==> src/rtl/mc_control_v2_pkg.sv <==
// Shared constants for the multicycle controller: state codes, opcodes,
// ALU operation and ALU operand-B select encodings.
package mc_pkg;

  localparam logic [3:0] S_FETCH  = 4'd0;
  localparam logic [3:0] S_DECODE = 4'd1;
  localparam logic [3:0] S_LD_MEM = 4'd2;
  localparam logic [3:0] S_LD_WB  = 4'd3;
  localparam logic [3:0] S_ST_MEM = 4'd4;
  localparam logic [3:0] S_ALU_EX = 4'd5;
  localparam logic [3:0] S_ORI_EX = 4'd6;
  localparam logic [3:0] S_SH_EX  = 4'd7;
  localparam logic [3:0] S_WB     = 4'd8;
  localparam logic [3:0] S_BRANCH = 4'd9;
  localparam logic [3:0] S_STOP   = 4'd10;

  localparam logic [3:0] OP_LOAD  = 4'b0000;
  localparam logic [3:0] OP_STOP  = 4'b0001;
  localparam logic [3:0] OP_STORE = 4'b0010;
  localparam logic [3:0] OP_ADD   = 4'b0100;
  localparam logic [3:0] OP_BZ    = 4'b0101;
  localparam logic [3:0] OP_SUB   = 4'b0110;
  localparam logic [3:0] OP_NAND  = 4'b1000;
  localparam logic [3:0] OP_BNZ   = 4'b1001;
  localparam logic [3:0] OP_NOP   = 4'b1010;
  localparam logic [3:0] OP_BPZ   = 4'b1101;

  // ori and shift only decode the low three bits; bit 3 is part of the immediate
  localparam logic [2:0] ORI_MATCH   = 3'b111;
  localparam logic [2:0] SHIFT_MATCH = 3'b011;

  localparam logic [2:0] ALU_OP_ADD   = 3'd0;
  localparam logic [2:0] ALU_OP_SUB   = 3'd1;
  localparam logic [2:0] ALU_OP_OR    = 3'd2;
  localparam logic [2:0] ALU_OP_NAND  = 3'd3;
  localparam logic [2:0] ALU_OP_SHIFT = 3'd4;

  localparam logic [2:0] ALU2_R2  = 3'd0;
  localparam logic [2:0] ALU2_ONE = 3'd1;
  localparam logic [2:0] ALU2_SE4 = 3'd2;
  localparam logic [2:0] ALU2_ZE5 = 3'd3;
  localparam logic [2:0] ALU2_ZE3 = 3'd4;

  function automatic logic is_ori(input logic [3:0] op);
    return op[2:0] == ORI_MATCH;
  endfunction

  function automatic logic is_shift(input logic [3:0] op);
    return op[2:0] == SHIFT_MATCH;
  endfunction

endpackage

==> src/rtl/mc_control_v2_if.sv <==
// Memory handshake between the controller (master) and the memory (slave).
// Request (mem_read or mem_write, with addr_sel) is held steady until the memory
// answers mem_ready=1; the access completes on the rising edge where both are high.
interface mc_control_v2_if;
  logic mem_ready;
  logic mem_read;
  logic mem_write;
  logic addr_sel;

  modport master (output mem_read, output mem_write, output addr_sel, input mem_ready);
  modport slave  (input mem_read, input mem_write, input addr_sel, output mem_ready);
endinterface

==> src/rtl/mc_control_v2_sat_counter.sv <==
// Up-counter that sticks at all-ones instead of wrapping.
module sat_counter #(
  parameter int W = 16
) (
  input  logic         clock,
  input  logic         reset,
  input  logic         inc,
  output logic [W-1:0] q
);
  localparam logic [W-1:0] MAX = '1;

  always_ff @(posedge clock or posedge reset) begin
    if (reset) q <= '0;
    else if (inc && q != MAX) q <= q + W'(1);
  end
endmodule

==> src/rtl/mc_control_v2.sv <==
// Multicycle datapath controller: decodes IR[3:0], sequences enables/selects,
// waits on mem_ready for every memory access, and keeps saturating perf counters.
module mc_control_v2
  import mc_pkg::*;
#(
  parameter int         CNT_W       = 16,
  parameter logic [3:0] RESET_STATE = 4'd0
) (
  input  logic             clock,
  input  logic             reset,
  input  logic [3:0]       instr,
  input  logic             N,
  input  logic             Z,
  mc_control_v2_if.master  mem,
  output logic             pc_write,
  output logic             ir_load,
  output logic             r1_sel,
  output logic             mdr_load,
  output logic             r1r2_load,
  output logic             alu1_sel,
  output logic [2:0]       alu2_sel,
  output logic [2:0]       alu_op,
  output logic             alu_out_write,
  output logic             flag_write,
  output logic             rf_write,
  output logic             reg_in,
  output logic [3:0]       state,
  output logic             halted,
  output logic [CNT_W-1:0] cycle_count,
  output logic [CNT_W-1:0] instr_count
);
  logic [3:0] state_q, nxt;
  logic       addr_sel_c, mem_read_c, mem_write_c;
  logic       ready;
  logic       taken;

  // Memory completion is masked under reset so reset shows a clean FETCH decode
  assign ready = mem.mem_ready && !reset;
  assign taken = (instr == OP_BZ  &&  Z) ||
                 (instr == OP_BNZ && !Z) ||
                 (instr == OP_BPZ && !N);

  always_ff @(posedge clock or posedge reset) begin
    if (reset) state_q <= RESET_STATE;
    else       state_q <= nxt;
  end

  always_comb begin
    nxt           = state_q;
    pc_write      = 1'b0;
    addr_sel_c    = 1'b0;
    mem_read_c    = 1'b0;
    mem_write_c   = 1'b0;
    ir_load       = 1'b0;
    r1_sel        = 1'b0;
    mdr_load      = 1'b0;
    r1r2_load     = 1'b0;
    alu1_sel      = 1'b0;
    alu2_sel      = ALU2_R2;
    alu_op        = ALU_OP_ADD;
    alu_out_write = 1'b0;
    flag_write    = 1'b0;
    rf_write      = 1'b0;
    reg_in        = 1'b0;
    case (state_q)
      S_FETCH: begin
        addr_sel_c = 1'b1;
        mem_read_c = 1'b1;
        if (ready) begin
          ir_load  = 1'b1;
          pc_write = 1'b1;
          alu2_sel = ALU2_ONE;
          nxt      = S_DECODE;
        end
      end
      S_DECODE: begin
        r1r2_load = 1'b1;
        r1_sel    = is_ori(instr);
        if (instr == OP_LOAD)                                    nxt = S_LD_MEM;
        else if (instr == OP_STORE)                              nxt = S_ST_MEM;
        else if (instr == OP_ADD || instr == OP_SUB || instr == OP_NAND) nxt = S_ALU_EX;
        else if (is_ori(instr))                                  nxt = S_ORI_EX;
        else if (is_shift(instr))                                nxt = S_SH_EX;
        else if (instr == OP_BZ || instr == OP_BNZ || instr == OP_BPZ)   nxt = S_BRANCH;
        else if (instr == OP_STOP)                               nxt = S_STOP;
        else if (instr == OP_NOP)                                nxt = S_FETCH;
        else                                                     nxt = S_FETCH;
      end
      S_LD_MEM: begin
        mem_read_c = 1'b1;
        if (ready) begin
          mdr_load = 1'b1;
          nxt      = S_LD_WB;
        end
      end
      S_LD_WB: begin
        reg_in   = 1'b1;
        rf_write = 1'b1;
        nxt      = S_FETCH;
      end
      S_ST_MEM: begin
        mem_write_c = 1'b1;
        if (ready) nxt = S_FETCH;
      end
      S_ALU_EX: begin
        alu1_sel      = 1'b1;
        alu2_sel      = ALU2_R2;
        alu_op        = (instr == OP_SUB)  ? ALU_OP_SUB  :
                        (instr == OP_NAND) ? ALU_OP_NAND : ALU_OP_ADD;
        alu_out_write = 1'b1;
        flag_write    = 1'b1;
        nxt           = S_WB;
      end
      S_ORI_EX: begin
        alu1_sel      = 1'b1;
        alu2_sel      = ALU2_ZE5;
        alu_op        = ALU_OP_OR;
        alu_out_write = 1'b1;
        flag_write    = 1'b1;
        nxt           = S_WB;
      end
      S_SH_EX: begin
        alu1_sel      = 1'b1;
        alu2_sel      = ALU2_ZE3;
        alu_op        = ALU_OP_SHIFT;
        alu_out_write = 1'b1;
        flag_write    = 1'b1;
        nxt           = S_WB;
      end
      S_WB: begin
        rf_write = 1'b1;
        r1_sel   = is_ori(instr);
        nxt      = S_FETCH;
      end
      S_BRANCH: begin
        alu2_sel = ALU2_SE4;
        pc_write = taken;
        nxt      = S_FETCH;
      end
      S_STOP:  nxt = S_STOP;
      default: nxt = S_FETCH;
    endcase
  end

  assign mem.addr_sel  = addr_sel_c;
  assign mem.mem_read  = mem_read_c;
  assign mem.mem_write = mem_write_c;
  assign state         = state_q;
  assign halted        = (state_q == S_STOP);

  sat_counter #(.W(CNT_W)) u_cycle_cnt (
    .clock (clock),
    .reset (reset),
    .inc   (state_q != S_STOP),
    .q     (cycle_count)
  );

  sat_counter #(.W(CNT_W)) u_instr_cnt (
    .clock (clock),
    .reset (reset),
    .inc   (state_q == S_DECODE),
    .q     (instr_count)
  );
endmodule
==> src/flat_wrapper.sv <==
// flat-port wrapper written by rule: the top's interface ports become plain ports
module mc_control_v2_flat import mc_pkg::*;
#(
  parameter int         CNT_W       = 16,
  parameter logic [3:0] RESET_STATE = 4'd0
)
  (clock, reset, instr, N, Z, pc_write, ir_load, r1_sel, mdr_load, r1r2_load, alu1_sel, alu2_sel, alu_op, alu_out_write, flag_write, rf_write, reg_in, state, halted, cycle_count, instr_count, mem_mem_read, mem_mem_write, mem_addr_sel, mem_mem_ready);
  mc_control_v2_if mem_i ();
  input  logic clock;
  input  logic reset;
  input  logic [3:0] instr;
  input  logic N;
  input  logic Z;
  output logic pc_write;
  output logic ir_load;
  output logic r1_sel;
  output logic mdr_load;
  output logic r1r2_load;
  output logic alu1_sel;
  output logic [2:0] alu2_sel;
  output logic [2:0] alu_op;
  output logic alu_out_write;
  output logic flag_write;
  output logic rf_write;
  output logic reg_in;
  output logic [3:0] state;
  output logic halted;
  output logic [CNT_W-1:0] cycle_count;
  output logic [CNT_W-1:0] instr_count;
  output wire logic [$bits(mem_i.mem_read)-1:0] mem_mem_read;
  output wire logic [$bits(mem_i.mem_write)-1:0] mem_mem_write;
  output wire logic [$bits(mem_i.addr_sel)-1:0] mem_addr_sel;
  input wire logic [$bits(mem_i.mem_ready)-1:0] mem_mem_ready;
  assign mem_mem_read = mem_i.mem_read;
  assign mem_mem_write = mem_i.mem_write;
  assign mem_addr_sel = mem_i.addr_sel;
  assign mem_i.mem_ready = mem_mem_ready;
  mc_control_v2 #(.CNT_W(CNT_W), .RESET_STATE(RESET_STATE)) u_core (.clock(clock), .reset(reset), .instr(instr), .N(N), .Z(Z), .mem(mem_i), .pc_write(pc_write), .ir_load(ir_load), .r1_sel(r1_sel), .mdr_load(mdr_load), .r1r2_load(r1r2_load), .alu1_sel(alu1_sel), .alu2_sel(alu2_sel), .alu_op(alu_op), .alu_out_write(alu_out_write), .flag_write(flag_write), .rf_write(rf_write), .reg_in(reg_in), .state(state), .halted(halted), .cycle_count(cycle_count), .instr_count(instr_count));
endmodule
==> config.mk <==
export PLATFORM = sky130hd
export DESIGN_NAME = mc_control_v2_flat
export DESIGN_NICKNAME = d
export VERILOG_FILES = /design/src/rtl/mc_control_v2_pkg.sv /design/src/rtl/mc_control_v2_if.sv /design/src/rtl/mc_control_v2_sat_counter.sv /design/src/rtl/mc_control_v2.sv /design/src/flat_wrapper.sv
export SDC_FILE = /design/constraint.sdc
export NUM_CORES = 1
export LEC_CHECK = 0
export ABC_AREA = 0
export BUFFER_PORTS_ARGS = -buffer_cell sky130_fd_sc_hd__buf_2
export CAP_MARGIN = 10
export CORE_ASPECT_RATIO = 0.8
export CORE_UTILIZATION = 30
export CTS_BUF_LIST = sky130_fd_sc_hd__clkbuf_8
export DETAILED_ROUTE_END_ITERATION = 10
export PLACE_DENSITY = 0.52
export SYNTH_ARGS = -nofsm -noshare
export SYNTH_HDL_FRONTEND = slang
export SYNTH_HIERARCHICAL = 1
export SYNTH_SLANG_ARGS = --single-unit
export TNS_END_PERCENT = 10
==> constraint.sdc <==
create_clock -name clock -period 3.05 [get_ports clock]
set_input_delay 0 -clock clock [delete_from_list [all_inputs] [get_ports clock]]
set_output_delay 0 -clock clock [all_outputs]
set_load 0.05 [all_outputs]
==> results.yml, run 1 <==
yosys:
  netlist_area_um2: 2110
  synth_edf_count: 0
  synthCells: 209
  synth_cell_types: 48
  yosysWarnings: 6
  synth.avg_cell_area_um2: 10.1
  async_reset_ff_frac: 1.00
  yosysSeqAreaShare: 0.427
  synth-main-ff-cell: "dfrtp_1"
  syn_nets: 220
  ys_ff_latch: 36
setup_path:
  start_kind: "register"
  worstRegToRegCells: 7
  path_depth: 7
  cp-startpoint: "u_core/state[2]"
  r2r_end: "u_core/u_instr_cnt/q[14]"
  r2r-start: "u_core/state[2]"
  crit_top_cell: "or2_2"
  crit_path_end_kind: "register"
  critPathCapture: "u_core/u_instr_cnt/q[14]"
  cp_num_buf_inv: 1
  worstPathRequired_ns: 3.23
  path_class: "reg2reg"
  cp_max_fo: 10
  cp.arrival_ns: 2.53
  ff2ff_setup_slack_ns: 0.71
  cp_slowest_cell: "dfrtp_1"
  cp_top_family: "simple AND/OR/NAND/NOR gates"
  max_stage_delay_ns: 0.47
  cp_cell_sequence: "or2_2, or2_2, inv_1, and4_1, nand3_1, nor2_1, mux2_2"
grt:
  antenna_found_initial: 0
  grt_usage: 0.138
  grt_pass1_vias: 1588
  grt_max_degree: 17
  grt_pass1_wl_mm: 7.80
  grt-ovfl-total: 0
routing:
  via_per_inst: 4.89
  drt-total-wl_mm: 4.77
  vias: 1761
  wl_per_cell_um: 13.3
  drtPass1Iterations: 4
  drc: 0
  drt_iter0_markers: 95
  ant_nets: 0
power_and_ir_drop:
  p_sw_mw: 1.28
  power.share.clock: 0.171
  powerDensity_nw_per_um2: 926
  switching_share: 0.527
  ir_drop_mv: 0.511
  power.internal_mw: 1.15
  power.leakage_nw: 1.32
  seqPwrFrac: 0.316
  comb_power_share: 0.514
clock_network:
  clk_pin_slew_ns: 0.08
  cts-root-buf: "clkbuf_8"
  cts_setup_buffers: 0
  cts_buffers: 5
  cts_tree: "done"
  clk_latency_ns: 0.29
  ctsResizeCount: 0
  htreeDepth: 2
  cts_sinks: 36
  cts_buffer_depth: 2
timing:
  setup_viol: 0
  tightest_slew_ns: 0.623
  slew_headroom: 0.584
  max_freq_ghz: 0.427
  period_needed_ns: 2.34
  finalClockSkew_ns: 0.00576
  hold_viol_final: 0
  setup-tns-final_ns: 0
  period_share: 0.769
  rsz0062_at_grt: "false"
  slew_viol_final: 0
layout:
  multi_input_area_um2: 1150
  layout_common_cells: "buf_2 (64), dfrtp_1 (36), xnor2_1 (23), nor2_1 (16)"
  drive_gt1_frac: 0.344
  final_nets: 286
  fillerInstances: 693
  n_antenna_cell: 0
  final_common_cell: "buf_2"
  final_cells: 360
  register_area_um2: 901
  area_growth_pct: 24.5
die:
  die_h_um: 77.0
  die-area_um2: 7370
  io_pins: 65
  die_w_um: 95.7
  num_rows: 26
  core_area_um2: 6570
  start_util: 0.321
status:
  outcome: "finished, final reports clean"
worst_hold_path:
  min_path_type: "in2async"
job:
  drv_cap: 0
placed_design:
  dp.final_hpwl_mm: 3.56
  dp_cells: 350
  gp_congestion: 0.777
  numPortBuffers: 64
flip-flops by register name, indices dropped and copies added (netlist names):
register,flops
u_core/u_cycle_cnt/q,16
u_core/u_instr_cnt/q,16
u_core/state,4
worst min path at each step:
stage	endpoint	from	slack, ns
after floorplan	u_core/state[0]	reset	-0.23
after global placement	u_core/state[3]	reset	-0.06
after detailed placement	u_core/state[3]	reset	-0.06
after CTS	u_core/state[1]	instr[0]	0.16
after global routing	u_core/state[2]	reset	0.19
final	u_core/state[3]	reset	0.17
stage by stage:
stage	hold slack, ns	total power, mW	utilization	area (µm²)	setup slack [ns]
after floorplan	-0.226	1.76	-	2110	0.320
after global placement	-0.0607	2.02	0.380	2500	0.754
after detailed placement	-0.0600	2.02	0.380	2500	0.712
after CTS	0.160	2.45	0.399	2630	0.690
after global routing	0.194	2.58	0.399	2630	0.533
final	0.174	2.43	0.399	2630	0.706
repair_timing:
item / 4_1_cts / 5_1_grt
endpoints found under the hold margin: 37 / 0
hold buffers: 2 / 0
setup endpoints to repair: 0 / 0
power by group through the flow:
stage	clock network (mW)	registers [mW]	logic [mW]
6_report	0.415	0.767	1.25
5_1_grt	0.454	0.793	1.33
4_1_cts	0.427	0.765	1.26
3_5_place_dp	0	0.771	1.25
3_3_place_gp	0	0.773	1.25
2_1_floorplan	0	1.07	0.686
synth_stat cells (all sizes together), types with 2 or more instances:
library cell,count,share of area
a21oi,7,0.017
and2,2,0.0059
and3,10,0.031
and4,8,0.034
buf,4,0.012
clkbuf,3,0.0053
dfrtp,36,0.43
ha,2,0.012
inv,6,0.011
mux2,4,0.021
mux2i,3,0.014
nand2,17,0.033
nand2b,6,0.021
nand3,15,0.036
nand4,14,0.062
nor2,16,0.028
nor3,3,0.012
nor4,4,0.026
o21a,2,0.0071
o22ai,3,0.0089
or2,4,0.012
xnor2,23,0.096
area by class of cell:
| class | instances | area share |
|---|---|---|
| inverters | 6 | 0.00858 |
| clock inverters | 3 | 0.0148 |
| repair buffers | 66 | 0.130 |
| multi-input cells | 160 | 0.438 |
| clock buffers | 5 | 0.0262 |
| flip-flops and latches | 36 | 0.343 |
| well taps | 84 | 0.0400 |
per-layer routing:
layer	global-route usage	wire, µm	up-vias
met3	0.0387	222	5
met4	0.0493	46	0
li1	-	-	888
met2	0.186	2000	40
met5	0	0	-
met1	0.205	2500	828
tightest hold or removal path, delay by kind of cell:
kind | cells | cell delay, ns
buffers and inverters | 3 | 0.83
kinds of logic after synthesis:
logic type | Yosys count | share of synthesized area
fa+ha+maj | 2 | 0.0119
simple gates | 107 | 0.332
flops | 36 | 0.427
buf+inv | 13 | 0.0279
compound gates | 20 | 0.0653
xor+xnor | 24 | 0.0997
mux | 7 | 0.0356
Note: power is estimated with default switching activity, not from simulation.
==> inputs of run 2 (changes only) <==
--- a/config.mk
+++ b/config.mk
@@ -12,7 +12,7 @@
 export CORE_UTILIZATION = 30
 export CTS_BUF_LIST = sky130_fd_sc_hd__clkbuf_8
 export DETAILED_ROUTE_END_ITERATION = 10
-export PLACE_DENSITY = 0.52
+export PLACE_DENSITY = 0.53
 export SYNTH_ARGS = -nofsm -noshare
 export SYNTH_HDL_FRONTEND = slang
 export SYNTH_HIERARCHICAL = 1
==> constraint.sdc (replaced) <==
create_clock -name clock -period 2.1 [get_ports clock]
set_input_delay 0 -clock clock [delete_from_list [all_inputs] [get_ports clock]]
set_output_delay 0 -clock clock [all_outputs]
set_load 0.05 [all_outputs]
==> run 2 against run 1 <==
Sequential cell count is the same. Sequential share of layout area shrank 0.34 points. Utilization grew 0.63 points. Combinational power grew 57%. Via count grew 3.3%. Hold slack lost 0.16 ns. Register-to-register slack lost 0.53 ns. Worst setup slack lost 0.58 ns. Non-clock buffer count grew 6. Critical path depth shrank 2. Critical path type is now reg2out. Largest cell class unchanged. Highest routed layer unchanged.
==> results.yml, run 2 (same netlist as run 1, synthesis figures left out) <==
routing:
  ant_nets: 0
  drc: 0
  vias: 1819
  drtPass1Iterations: 4
  drt-total-wl_mm: 4.78
  wl_per_cell_um: 13.0
  drt_iter0_markers: 52
  via_per_inst: 4.97
timing:
  slew_headroom: 0.583
  slew_viol_final: 0
  setup-tns-final_ns: 0
  finalClockSkew_ns: 0.0157
  period_share: 0.940
  rsz0062_at_grt: "false"
  hold_viol_final: 0
  max_freq_ghz: 0.507
  period_needed_ns: 1.97
  tightest_slew_ns: 0.624
  setup_viol: 0
layout:
  register_area_um2: 906
  drive_gt1_frac: 0.383
  final_common_cell: "buf_2"
  finalInstanceArea_um2: 2670
  fillerInstances: 688
  final_nets: 292
  final_cells: 366
  layout_common_cells: "buf_2 (64), dfrtp_1 (32), xnor2_1 (23), nor2_1 (16), nand2_1 (15)"
  area_growth_pct: 26.5
  n_antenna_cell: 0
  multi_input_area_um2: 1160
setup_path:
  path_depth: 5
  cp_cell_sequence: "buf_4, or4b_4, nor3_4, o21bai_2, buf_2"
  worstPathRequired_ns: 2.10
  path_class: "reg2out"
  r2r_end: "u_core/u_instr_cnt/q[14]"
  start_kind: "register"
  cp_slowest_cell: "or4b_4"
  ff2ff_setup_slack_ns: 0.18
  worstRegToRegCells: 7
  critPathCapture: "alu2_sel[0]"
  r2r-start: "u_core/state[3]"
  cp-startpoint: "u_core/state[2]"
  crit_path_end_kind: "output port"
  cp_num_buf_inv: 2
  max_stage_delay_ns: 0.57
  cp_top_family: "simple AND/OR/NAND/NOR gates"
  cp_max_fo: 9
  cp.arrival_ns: 1.97
grt:
  grt_usage: 0.136
  busiest_layer: "met1"
  antenna_found_initial: 0
  grt_pass1_wl_mm: 7.82
  globalRouteMet2Util: 0.194
  grt-ovfl-total: 0
  met1_usage: 0.200
  grt_use_met3: 0.0466
  grt_pass1_vias: 1641
  grt_max_degree: 17
clock_network:
  clk_latency_ns: 0.28
  ctsResizeCount: 0
  cts_tree: "done"
  htreeDepth: 2
  clk_pin_slew_ns: 0.06
  cts_buffer_depth: 2
  cts_buffers: 5
  cts_sinks: 36
  cts-root-buf: "clkbuf_8"
power_and_ir_drop:
  power.leakage_nw: 1.33
  total_power_mw: 3.49
  powerDensity_nw_per_um2: 1310
  ir_drop_mv: 0.904
placed_design:
  dp.final_hpwl_mm: 3.67
  placed_area_um2: 2570
  numPortBuffers: 64
  gp_congestion: 0.775
  dp_cells: 357
die:
  die-area_um2: 7370
  die_h_um: 77.0
  start_util: 0.321
  io_pins: 65
  core_area_um2: 6570
  die_w_um: 95.7
  num_rows: 26
worst_hold_path:
  min_path_type: "in2reg"
job:
  drv_cap: 0
status:
  outcome: "finished, final reports clean"
==> run 2: what timing repair did <==
| action | CTS | global route |
|---|---|---|
| buffers inserted | 0 | 0 |
| hold buffers | 1 | 0 |
| endpoints found under the hold margin | 36 | 0 |
==> run 2: cell type report <==
| class | instances | area share |
|---|---|---|
| multi-input cells | 160 | 0.437 |
| flip-flops and latches | 36 | 0.340 |
| repair buffers | 72 | 0.144 |
| well taps | 84 | 0.0394 |
| clock buffers | 5 | 0.0258 |
| inverters | 6 | 0.00985 |
| clock inverters | 3 | 0.00469 |
==> run 2: stage by stage <==
stage / hold WS (ns) / worst slack (ns) / utilization
finish: 0.0151 / 0.126 / 0.406
detailed placement: -0.0643 / 0.171 / 0.392
floorplan: -0.226 / -0.195 / -
global placement: -0.0618 / 0.199 / 0.392
global route: 0.0289 / 0.0473 / 0.406
CTS: 0.00585 / 0.107 / 0.406
==> run 2: worst register-to-register path: stages (launching register included) <==
cell        delay (ns)
dfrtp_2           0.39
or2_4             0.27
or2_4             0.26
clkinvlp_4        0.09
and4_1            0.21
nand3_1           0.12
nor2_1            0.14
mux2_2            0.33
==> run 2: worst min-delay path by stage <==
stage,to,startpoint,cells past startpoint
5_1_grt,u_core/state[2],mem_mem_ready,3
2_1_floorplan,u_core/state[0],reset,1
6_report,u_core/state[2],mem_mem_ready,3
3_3_place_gp,u_core/state[1],reset,2
3_5_place_dp,u_core/state[1],reset,2
4_1_cts,u_core/state[2],mem_mem_ready,3
==> run 2: power breakdown <==
group | leakage [nW] | internal, mW | switching, mW | total, mW
registers | 0.471 | 0.852 | 0.230 | 1.08
clock network | 0.0505 | 0.223 | 0.230 | 0.453
logic | 0.807 | 0.548 | 1.41 | 1.96
==> run 2: per-layer routing <==
layer	up-vias	share of wire
met5	-	0
met4	0	0.0038
met3	2	0.064
met2	39	0.43
met1	879	0.50
li1	899	-
==> inputs of run 3 (changes only) <==
==> constraint.sdc (replaced) <==
create_clock -name clock -period 2.1 [get_ports clock]
set_input_delay 0.42 -clock clock [delete_from_list [all_inputs] [get_ports clock]]
set_output_delay 0.42 -clock clock [all_outputs]
set_load 0.05 [all_outputs]
==> run 3 against run 2 <==
The flow now finishes with violations (negative setup slack). Hold slack improved by 0.14 ns. Sequential share of layout area decreased by 1.7 points. Die area unchanged. Sequential cell count unchanged. Routed wire length increased by 3.0%. Power increased by 4.6%. Final cell count increased by 1.1%. Global-route usage increased by 0.74 points. First-iteration DRC count decreased by 9.6%. Critical path type unchanged. Largest cell class unchanged. Highest routed layer unchanged.
==> results.yml, run 3 (same netlist as run 1, synthesis figures left out) <==
status:
  outcome: "finished with violations"
  violations: "negative setup slack"
placed_design:
  dp_cells: 363
  dp.final_hpwl_mm: 3.77
  placed_area_um2: 2660
  gp_congestion: 0.762
  numPortBuffers: 64
grt:
  grt_max_degree: 17
  grt_usage: 0.143
  grt_pass1_wl_mm: 8.15
  grt-ovfl-total: 0
  grt_pass1_vias: 1710
  antenna_found_initial: 0
setup_path:
  cp_max_fo: 6
  cp.arrival_ns: 1.80
  path_class: "reg2out"
  worstRegToRegCells: 7
  crit_path_end_kind: "output port"
  cp_slowest_cell: "or4b_4"
  cp_num_buf_inv: 1
  worstPathRequired_ns: 1.68
  start_kind: "register"
  cp_top_family: "simple AND/OR/NAND/NOR gates"
  r2r_end: "u_core/u_instr_cnt/q[14]"
  cp_cell_sequence: "or4b_4, nor3_4, o21bai_4, buf_8"
  ff2ff_setup_slack_ns: 0.12
  max_stage_delay_ns: 0.55
  r2r-start: "u_core/state[2]"
clock_network:
  htreeDepth: 2
  clk_pin_slew_ns: 0.07
  cts_tree: "done"
  cts_sinks: 36
  cts_buffer_depth: 2
  cts_buffers: 5
  cts-root-buf: "clkbuf_8"
  clk_latency_ns: 0.29
  cts_setup_buffers: 0
layout:
  final_common_cell: "buf_2"
  final_util: 0.427
  area_growth_pct: 33.0
  fillerInstances: 662
  finalInstanceArea_um2: 2800
  layout_common_cells: "buf_2 (57), dfrtp_1 (32), xnor2_1 (23), nand2_1 (15), nand3_1 (15)"
  final_cells: 370
  n_antenna_cell: 0
  drive_gt1_frac: 0.420
  final_nets: 297
die:
  die-area_um2: 7370
  core_area_um2: 6570
  die_h_um: 77.0
  die_w_um: 95.7
  num_rows: 26
  start_util: 0.321
  io_pins: 65
routing:
  drtPass1Iterations: 4
  ant_nets: 0
  via_per_inst: 5.00
  drt_iter0_markers: 47
  vias: 1851
  drc: 0
  drt-total-wl_mm: 4.92
  wl_per_cell_um: 13.3
timing:
  setup_ws_ns: -0.117
  period_needed_ns: 2.22
  hold_viol_final: 0
  period_share: 1.06
  slew_viol_final: 0
  setup_viol: 4
  rsz0062_at_grt: "true"
  slew_headroom: 0.586
  finalClockSkew_ns: 0.0104
  tightest_slew_ns: 0.620
  max_freq_ghz: 0.451
job:
  drv_cap: 0
power_and_ir_drop:
  power.leakage_nw: 1.37
  powerDensity_nw_per_um2: 1300
  ir_drop_mv: 0.767
worst_hold_path:
  min_path_type: "in2async"
run 3: cell types whose count changed in the layout (fill, tap and decap cells not counted), sizes merged:
cell         delta
clkinv          -1
dlygate4sd3     -1
buf             +6
run 3: cell type report:
type / count / area (µm²) / share of cell area
Multi-Input combinational cell: 160 / 1220 / 0.434
Sequential cell: 36 / 906 / 0.323
Timing Repair Buffer: 77 / 473 / 0.169
Tap cell: 84 / 105 / 0.0375
Clock buffer: 5 / 68.8 / 0.0245
Inverter: 6 / 26.3 / 0.00937
Clock inverter: 2 / 7.51 / 0.00268
run 3: repair_timing:
action	CTS	global route
gates resized for setup	17	6
hold endpoints to repair	0	0
hold buffers	0	0
endpoints found under the setup margin	10	9
pin swaps	1	1
run 3: metal layers:
metal	GRT usage	share of wire
met1	0.208	0.50
met2	0.203	0.43
met4	0.0448	0.013
met5	0	0
met3	0.0407	0.053
run 3: how the worst max path moves through the flow:
stage / from / to / slack (ns) / depth (start not counted)
after floorplan: u_core/state[3] / alu2_sel[0] / -0.29 / 3
after global placement: reset / alu2_sel[0] / -0.02 / 5
after detailed placement: reset / alu2_sel[0] / -0.04 / 5
after CTS: u_core/state[3] / alu2_sel[0] / -0.10 / 4
after global routing: u_core/state[3] / alu2_sel[0] / -0.21 / 4
final: u_core/state[3] / alu2_sel[0] / -0.12 / 4
run 3: worst reg2reg max path, delay by kind of cell, from the launching register on:
kind                   cells  cell delay (ns)
multiplexers               1             0.33
flip-flops                 1             0.45
buffers and inverters      1             0.09
AND/OR/NAND/NOR            5             1.00
run 3: power breakdown:
| part | internal, mW | total (mW) | leakage (nW) | switching (mW) |
|---|---|---|---|---|
| clock network | 0.219 | 0.456 | 0.0466 | 0.238 |
| logic | 0.649 | 2.10 | 0.852 | 1.45 |
| registers | 0.853 | 1.09 | 0.471 | 0.240 |
run 3: stage by stage:
stage	TNS [ns]	setup WS, ns	hold WS [ns]	power [mW]
floorplan	-2.95	-0.285	0.194	2.64
global placement	-0.0227	-0.0227	0.473	3.11
detailed placement	-0.0379	-0.0379	0.475	3.12
CTS	-0.312	-0.103	0.153	3.66
global route	-0.705	-0.209	0.168	3.88
finish	-0.281	-0.117	0.160	3.65
